`src/rtl/fc_pkg.sv`:
```
// Shared constants and types for the receive-side credit buffer.
package fc_pkg;

  // Credit type tags carried in the top bits of credit_limit.
  localparam logic [2:0] BUF_PH   = 3'b000;
  localparam logic [2:0] BUF_PD   = 3'b001;
  localparam logic [2:0] BUF_NPH  = 3'b010;
  localparam logic [2:0] BUF_NPD  = 3'b011;
  localparam logic [2:0] BUF_CPLH = 3'b100;
  localparam logic [2:0] BUF_CPLD = 3'b101;

  // Credit update handshake states.
  typedef enum logic [0:0] {
    StIdle,
    StPending
  } upd_state_e;

endpackage

```
`src/rtl/fc_sync_fifo.sv`:
```
// Storage FIFO with registered read data; a write into a full FIFO is only
// taken when a read is accepted in the same cycle.
module fc_sync_fifo #(
  parameter int unsigned DATA_WIDTH = 8,
  parameter int unsigned FIFO_DEPTH = 16
) (
  input  logic                          clk,
  input  logic                          rst,
  input  logic                          wr_en,
  input  logic [DATA_WIDTH-1:0]         data_in,
  input  logic                          rd_en,
  output logic [DATA_WIDTH-1:0]         data_out,
  output logic                          data_valid,
  output logic                          full,
  output logic                          empty,
  output logic [$clog2(FIFO_DEPTH):0]   count,
  output logic                          rd_accept
);

  localparam int unsigned PtrW   = $clog2(FIFO_DEPTH);
  localparam int unsigned CountW = PtrW + 1;

  logic [DATA_WIDTH-1:0] mem [FIFO_DEPTH];
  logic [PtrW-1:0]       wr_ptr_q;
  logic [PtrW-1:0]       rd_ptr_q;
  logic [CountW-1:0]     count_q;
  logic [DATA_WIDTH-1:0] data_out_q;
  logic                  data_valid_q;
  logic                  wr_accept;

  // Accept decisions and status flags derived from current occupancy.
  always_comb begin
    full      = (count_q == CountW'(FIFO_DEPTH));
    empty     = (count_q == '0);
    rd_accept = rd_en && !empty;
    wr_accept = wr_en && (!full || rd_accept);
    count     = count_q;
    data_out  = data_out_q;
    data_valid = data_valid_q;
  end

  // Storage array; not reset since entries are only read after being written.
  always_ff @(posedge clk) begin
    if (wr_accept) begin
      mem[wr_ptr_q] <= data_in;
    end
  end

  // Pointers and occupancy; power-of-two depth lets pointers wrap naturally.
  always_ff @(posedge clk) begin
    if (rst) begin
      wr_ptr_q <= '0;
      rd_ptr_q <= '0;
      count_q  <= '0;
    end else begin
      if (wr_accept) wr_ptr_q <= wr_ptr_q + PtrW'(1);
      if (rd_accept) rd_ptr_q <= rd_ptr_q + PtrW'(1);
      if (wr_accept && !rd_accept) begin
        count_q <= count_q + CountW'(1);
      end else if (rd_accept && !wr_accept) begin
        count_q <= count_q - CountW'(1);
      end
    end
  end

  // Registered read port: data appears the cycle after an accepted read.
  always_ff @(posedge clk) begin
    if (rst) begin
      data_out_q   <= '0;
      data_valid_q <= 1'b0;
    end else begin
      data_valid_q <= rd_accept;
      if (rd_accept) begin
        data_out_q <= mem[rd_ptr_q];
      end
    end
  end

endmodule

```
`src/rtl/fc_rx_credit_buffer.sv`:
```
// Receive credit buffer: FIFO storage plus credit accounting and a credit
// advertisement handshake with a periodic forced re-advertisement.
module fc_rx_credit_buffer
  import fc_pkg::*;
#(
  parameter int unsigned DATA_WIDTH     = 8,
  parameter int unsigned FIFO_DEPTH     = 16,
  parameter int unsigned CREDIT_WIDTH   = 8,
  parameter logic [2:0]  BUFFER_TYPE    = BUF_PH,
  parameter int unsigned UPDATE_TIMEOUT = 32
) (
  input  logic                          clk,
  input  logic                          rst,
  input  logic                          wr_en,
  input  logic [DATA_WIDTH-1:0]         data_in,
  input  logic                          rd_en,
  output logic [DATA_WIDTH-1:0]         data_out,
  output logic                          data_valid,
  output logic                          full,
  output logic                          empty,
  output logic [$clog2(FIFO_DEPTH):0]   count,
  output logic [CREDIT_WIDTH+2:0]       credit_limit,
  output logic                          update_req,
  input  logic                          update_ack,
  output logic                          overflow_err,
  input  logic                          clr_err
);

  localparam int unsigned TimerW = $clog2(UPDATE_TIMEOUT);
  localparam logic [CREDIT_WIDTH-1:0] InitCredits = CREDIT_WIDTH'(FIFO_DEPTH);

  logic                    rd_accept;
  logic [CREDIT_WIDTH-1:0] credits_q;
  logic [CREDIT_WIDTH-1:0] advertised_q;
  logic [CREDIT_WIDTH+2:0] credit_limit_q;
  logic [TimerW-1:0]       timer_q;
  logic                    overflow_q;
  logic                    load_limit;
  upd_state_e              state_q, state_d;

  fc_sync_fifo #(
    .DATA_WIDTH (DATA_WIDTH),
    .FIFO_DEPTH (FIFO_DEPTH)
  ) u_fifo (
    .clk        (clk),
    .rst        (rst),
    .wr_en      (wr_en),
    .data_in    (data_in),
    .rd_en      (rd_en),
    .data_out   (data_out),
    .data_valid (data_valid),
    .full       (full),
    .empty      (empty),
    .count      (count),
    .rd_accept  (rd_accept)
  );

  // Every drained entry frees one credit; the counter simply wraps.
  always_ff @(posedge clk) begin
    if (rst) begin
      credits_q <= InitCredits;
    end else if (rd_accept) begin
      credits_q <= credits_q + CREDIT_WIDTH'(1);
    end
  end

  // Update FSM state register.
  always_ff @(posedge clk) begin
    if (rst) begin
      state_q <= StIdle;
    end else begin
      state_q <= state_d;
    end
  end

  // Update FSM next state: advertise on credit change or idle timeout.
  always_comb begin
    state_d    = state_q;
    load_limit = 1'b0;
    case (state_q)
      StIdle: begin
        if ((credits_q != advertised_q) || (timer_q == TimerW'(UPDATE_TIMEOUT - 1))) begin
          state_d    = StPending;
          load_limit = 1'b1;
        end
      end
      StPending: begin
        if (update_ack) state_d = StIdle;
      end
      default: state_d = StIdle;
    endcase
  end

  // Update FSM outputs.
  always_comb begin
    update_req   = (state_q == StPending);
    credit_limit = credit_limit_q;
    overflow_err = overflow_q;
  end

  // Idle timer runs only while staying in IDLE; any transition clears it.
  always_ff @(posedge clk) begin
    if (rst) begin
      timer_q <= '0;
    end else if ((state_q == StIdle) && (state_d == StIdle)) begin
      timer_q <= timer_q + TimerW'(1);
    end else begin
      timer_q <= '0;
    end
  end

  // Advertised value snapshot: credit_limit is frozen while PENDING, then
  // committed to advertised on ack.
  always_ff @(posedge clk) begin
    if (rst) begin
      credit_limit_q <= {BUFFER_TYPE, InitCredits};
      advertised_q   <= InitCredits;
    end else begin
      if (load_limit) begin
        credit_limit_q <= {BUFFER_TYPE, credits_q};
      end
      if ((state_q == StPending) && update_ack) begin
        advertised_q <= credit_limit_q[CREDIT_WIDTH-1:0];
      end
    end
  end

  // Sticky overflow flag; a new overflow beats a coincident clear.
  always_ff @(posedge clk) begin
    if (rst) begin
      overflow_q <= 1'b0;
    end else if (wr_en && full && !rd_accept) begin
      overflow_q <= 1'b1;
    end else if (clr_err) begin
      overflow_q <= 1'b0;
    end
  end

endmodule
```
`config.mk`:
```
export PLATFORM = sky130hd
export DESIGN_NAME = fc_rx_credit_buffer
export DESIGN_NICKNAME = d
export VERILOG_FILES = /design/src/rtl/fc_pkg.sv /design/src/rtl/fc_sync_fifo.sv /design/src/rtl/fc_rx_credit_buffer.sv
export SDC_FILE = /design/constraint.sdc
export NUM_CORES = 1
export LEC_CHECK = 0
export ABC_AREA = 1
export CORE_UTILIZATION = 23
export CTS_CLUSTER_DIAMETER = 40
export DETAILED_ROUTE_END_ITERATION = 10
export PLACE_DENSITY_LB_ADDON = 0.08
export SLEW_MARGIN = 20
export SYNTH_ARGS = -nofsm -noshare
export SYNTH_HDL_FRONTEND = slang
export SYNTH_SLANG_ARGS = --single-unit
```
`constraint.sdc`:
```
create_clock -name clk -period 2.1 [get_ports clk]
set_input_delay 0.63 -clock clk [delete_from_list [all_inputs] [get_ports clk]]
set_output_delay 0.63 -clock clk [all_outputs]
set_load 0.02 [all_outputs]
```
Yosys cells after proc, flatten, opt, wreduce, memory -nomap -nowiden:

Memory sizes are Yosys's and may differ from the RTL's. A register that Yosys moved wholly into a read port is not among the register bits.
Index checks and enable logic that the tools add are counted.

* memory bits (writable): 128
* bits in registers: 45
* logic and storage cells: 51
* memories kept: 1

* $add $sub $neg: 6
* bitwise logic cells: 3
* eq/ne operators: 3
* mux-type cells: 10
* reductions and logical operators: 18

Memory list
* u_fifo.mem: words 16, width 8, read ports 1, clocked after memory_dff 1, wr ports 1, RTL line fc_sync_fifo.sv:23 `logic [DATA_WIDTH-1:0] mem [FIFO_DEPTH];`

Operator list (count)
* $add 5x1->5 const B: 2
* $eq 5x5->1 const B: 2
* $mux 5: 2
* $add 4x1->4 const B: 2
* $add 8x1->8 const B: 1
* $logic_and 1x1->1: 8
* $ne 8x8->1: 1
* $mux 1: 7
* $logic_not 5->1: 1
* $sub 5x1->5 const B: 1
* $logic_not 1->1: 4
* $reduce_bool 2->1: 2
* $not 1->1: 3
* $logic_or 1x1->1: 2
* $pmux 1 s2: 1
* $reduce_or 2->1: 1

Longest topological paths before layout:

* depth after elaboration: 9
* depth in mapped cells: 16

Modules after synthesis:

Synthesis repeated with hierarchy kept, for this count alone.

* cells, all modules: 855
* area total of the unflattened synthesis: 7986.4 µm²

By module, submodules not included
* fc_sync_fifo: area an instance 6580.1 µm², times used 1, cells an instance 669
* fc_rx_credit_buffer: area an instance 1406.3 µm², times used 1, cells an instance 186

Least setup slack after synthesis:

OpenSTA, ideal clock, no wires.

* path type: register to register
* from: reg u_fifo.count_q[0] (netlist: u_fifo.count[0])
* to: reg u_fifo.count_q[3] (netlist: u_fifo.count[3])
* data arrival time: 2.284 ns
* buffers on the path: 0
* setup slack: -0.300 ns
* library setup time: 0.115 ns
* cell stages (with the launch flop): 15
* period minus slack after synthesis: 2.400 ns
* cell sequence: dfxtp_1 -> nor2_1 -> nand3_1 -> nor2_2 -> nand2_1 -> nand2_2 -> inv_2 -> ha_1 -> inv_1 -> ha_1 -> a21oi_1 -> nand2_1 -> xor2_1 -> o21ai_0 -> inv_1

RTL lines
* start, declared: RTL line fc_sync_fifo.sv:26 `logic [CountW-1:0] count_q;`
* start signal, assigned: RTL line fc_sync_fifo.sv:59 `count_q <= count_q + CountW'(1);`
* start signal, assigned: RTL line fc_sync_fifo.sv:61 `count_q <= count_q - CountW'(1);`
* $eq 5x5->1 *: RTL line fc_sync_fifo.sv:33 `full = (count_q == CountW'(FIFO_DEPTH));`
* net full: RTL line fc_rx_credit_buffer.sv:19 `output logic full,`
* $logic_not 1->1 *: RTL line fc_sync_fifo.sv:36 `wr_accept = wr_en && (!full || rd_accept);`
* $logic_or 1x1->1 *: RTL line fc_sync_fifo.sv:36
* $logic_and 1x1->1 *: RTL line fc_sync_fifo.sv:36
* net u_fifo.wr_accept: RTL line fc_sync_fifo.sv:29 `logic wr_accept;`
* $logic_not 1->1: RTL line fc_sync_fifo.sv:60 `end else if (rd_accept && !wr_accept) begin`
* $logic_and 1x1->1: RTL line fc_sync_fifo.sv:60
* $reduce_bool 2->1 (no line)

The timed path passes the listed nets; every way through them passes the cells marked *. The select of a mux whose other input is x is not followed.
A chain may end at the register's enable or synchronous reset.

Final worst setup path:

* from: reg credit_limit_q[5] (netlist: credit_limit[5])
* to: out credit_limit[5]

RTL lines
* start, declared: RTL line fc_rx_credit_buffer.sv:35 `logic [CREDIT_WIDTH+2:0] credit_limit_q;`
* start signal, assigned: RTL line fc_rx_credit_buffer.sv:116 `credit_limit_q <= {BUFFER_TYPE, InitCredits};`
* start signal, assigned: RTL line fc_rx_credit_buffer.sv:120 `credit_limit_q <= {BUFFER_TYPE, credits_q};`
* end, declared: RTL line fc_rx_credit_buffer.sv:22 `output logic [CREDIT_WIDTH+2:0] credit_limit,`

No word-level cell between the ends.

==> impl_metrics.toml <==
[layout]
utilization_pct = 28.6
fillers = 3683
layout.cells.non_filler = 1411
syn_to_final_growth_pct = 23.0
fin_nets = 970
final_common_cell = "nand2_1"
layout_common_cells = "nand2_1, edfxtp_1, nand3_1"
multi_input_area_sq_um = 2500
n_antenna_cell = 0
register_area_sq_um = 4920
layout-drive-gt1-share_pct = 13.4

[clocking]
tritoncts = "yes"
clk_latency_ns = 0.44
h-tree-depth = 4
clock_sinks = 181
numCtsBuffers = 17
ctsHoldBuffers = 0
cts_max_path_buffers = 2
cts.clk_slew.worst_paths_ns = 0.07
cts-root-buf = "clkbuf_16"

[place]
post-place-ws_ns = -0.455
dp_hpwl_microns = 14800
io_buffers = 39
placed_cells = 1378
gp_congestion = 0.750

[route]
vias = 5727
drc = 0
ant_nets = 0
viasPerCell = 4.06
drt_wl_total_microns = 22600
post_drt_wl_per_cell_microns = 16.0
first_pass_iters = 4
first_iter_violations = 418

[setup_path]
critical_path.endpoint_type = "output port"
path_max_fanout = 3
crit_slowest_cell = "clkdlybuf4s50_1"
cpLargestDelayFamily = "buffers and inverters"
cp-start-kind = "register"
max_stage_delay_ns = 0.62
critical_path_arrival_ns = 1.41
critical_path_buf_inv_count = 1
path_cells = "clkdlybuf4s50_1"
crit_type = "register to output port"
cp_data_required_time_ns = 1.47

[power_and_ir_drop]
combPwrFrac_pct = 32.2
p_sw_share_pct = 35.8
pwr-share-clk_pct = 28.8
p_int_w = 0.00712
vdd_drop_max_mv = 0.591
power_density_nw_per_um2 = 1120
p_total_w = 0.0111
power_leakage_nw = 4.20
power.switching_w = 0.00397
seqPwrFrac_pct = 39.0

[floorplanning]
start_util_pct = 23.3
ioPinCount = 43
die_w_microns = 189
rows = 68
die_h_microns = 189
die_area_sq_um = 35600
coreArea_sq_um = 34500

[timing]
drv_slew = 0
max_clock_freq_ghz = 0.491
setup_viol = 0
finClkSkew_ns = 0.0140
fin_crit_sh_pct = 97.0
hold_viol = 0
finalSetupTns_ns = 0
fin_crit_ns = 2.04
fin_ws_ns = 0.0639
rsz0062_at_grt = "true"

[yosys]
yosysTopAreaCellShare_pct = 47.9
yosys_warnings = 0
synth_area_leaders = "edfxtp_1, dfxtp_1, nand2_1"
ys_types = 32
yosysSeqAreaShare_pct = 61.1
synth_seq_cells = 181
syn_inst = 864
syn_avg_cell_area_sq_um = 9.29
synth_top_cell_by_area = "edfxtp_1"
netlist_area_sq_um = 8020

[global_route]
grt_pass1_wl_microns = 34700
first_global_vias = 5708
grt_use_total_pct = 13.3
overflow = 0
grt_max_degree = 67
grt_antenna_before_repair = 0

[worst_hold_path]
min_path_type = "register to register"

[run_status]
status = "finished, final reports clean"

[run]
drv_cap = 0
## layer usage
layer  share of wire, %  GRT usage (%)  wire (microns)
met1                 48           17.7           10900
met2                 48           22.0           10800
met3                3.0           2.40             686
met4                1.1           3.85             246
met5                  0              0               0
## stage by stage
| step | instance area [sq um] | hold WS, ns |
|---|---|---|
| 3_3_place_gp | 9290 | 0.439 |
| 4_1_cts | 9850 | 0.448 |
| 6_report | 9870 | 0.447 |
| 5_1_grt | 9870 | 0.474 |
| 3_5_place_dp | 9290 | 0.437 |
| 2_1_floorplan | 8090 | 0.418 |
## synthesized netlist by cell type (all sizes together)
cell type    n
o211ai       2
edfxtp     128
fa           1
o21bai       1
a21oi       34
o21ai       18
nand3      111
nor2        61
clkbuf       6
nand4        3
ha          12
nand2      267
xnor2        4
clkinv       3
inv        115
and3         1
buf         34
dfxtp       53
nor3         1
xor2         8
conb         1
## final timing paths
check | from | to | slack (ns) | cells past startpoint
worst min register to register | timer_q[0] | timer_q[0] | 0.45 | 1
worst max register to register | u_fifo.count[0] | u_fifo.count[3] | 0.16 | 14
worst max-delay path | credit_limit[5] | credit_limit[5] | 0.06 | 1
worst min-delay path | timer_q[0] | timer_q[0] | 0.45 | 1
## sequential cells by signal (all words and copies together) (netlist names)
name / cells
u_fifo.mem: 128
u_fifo.data_valid: 1
update_req: 1
credits_q: 8
u_fifo.rd_ptr_q: 4
advertised_q: 8
u_fifo.count: 5
u_fifo.wr_ptr_q: 4
u_fifo.data_out: 8
credit_limit: 8
overflow_err: 1
timer_q: 5
## power by group through the flow
stage	Sequential [W]	Clock (W)	Combinational, W
2_1_floorplan	0.00459	0	0.00207
3_3_place_gp	0.00441	0	0.00374
3_5_place_dp	0.00441	0	0.00371
4_1_cts	0.00433	0.00331	0.00366
5_1_grt	0.00436	0.00345	0.00403
6_report	0.00432	0.00319	0.00358
## area by class of cell
cell class / instances / area share (%)
timing repair buffer: 98 / 8.80
multi-input combinational: 527 / 25.3
sequential: 181 / 49.8
clock inverter: 15 / 1.46
inverter: 118 / 4.51
tap: 455 / 5.77
clock buffer: 17 / 4.31
## worst register-to-register path: stages, from the launching register on
cell,delay (ns)
dfxtp_4,0.35
nor2_4,0.12
nand3_2,0.10
nor2_4,0.12
nand2_1,0.07
nand2_2,0.07
inv_2,0.05
ha_4,0.17
inv_4,0.08
ha_4,0.21
a21oi_2,0.11
nand2_1,0.07
xor2_1,0.14
o21ai_1,0.14
inv_1,0.05
## cell families (layout without fill, tap and decap cells)
kind of cell               count (synthesis)  after routing  synth area share [%]
and+or+nand+nor                          444            444                  23.0
DFF                                      181            181                  61.1
buffers and inverters                    158            248                  8.45
AOI/OAI and AO/OA                         55             55                  3.90
adders and majority gates                 13             13                  2.12
xor gates and xnor gates                  12             12                  1.31
other                                      1              3                0.0467
## what timing repair did
action | in CTS | in global routing
buffers inserted | 0 | 1
endpoints found under the setup margin | 11 | 9
resized for setup | 15 | 10
pin swaps | 0 | 9
cloned | 0 | 0
(Power assumes the default switching activity.)
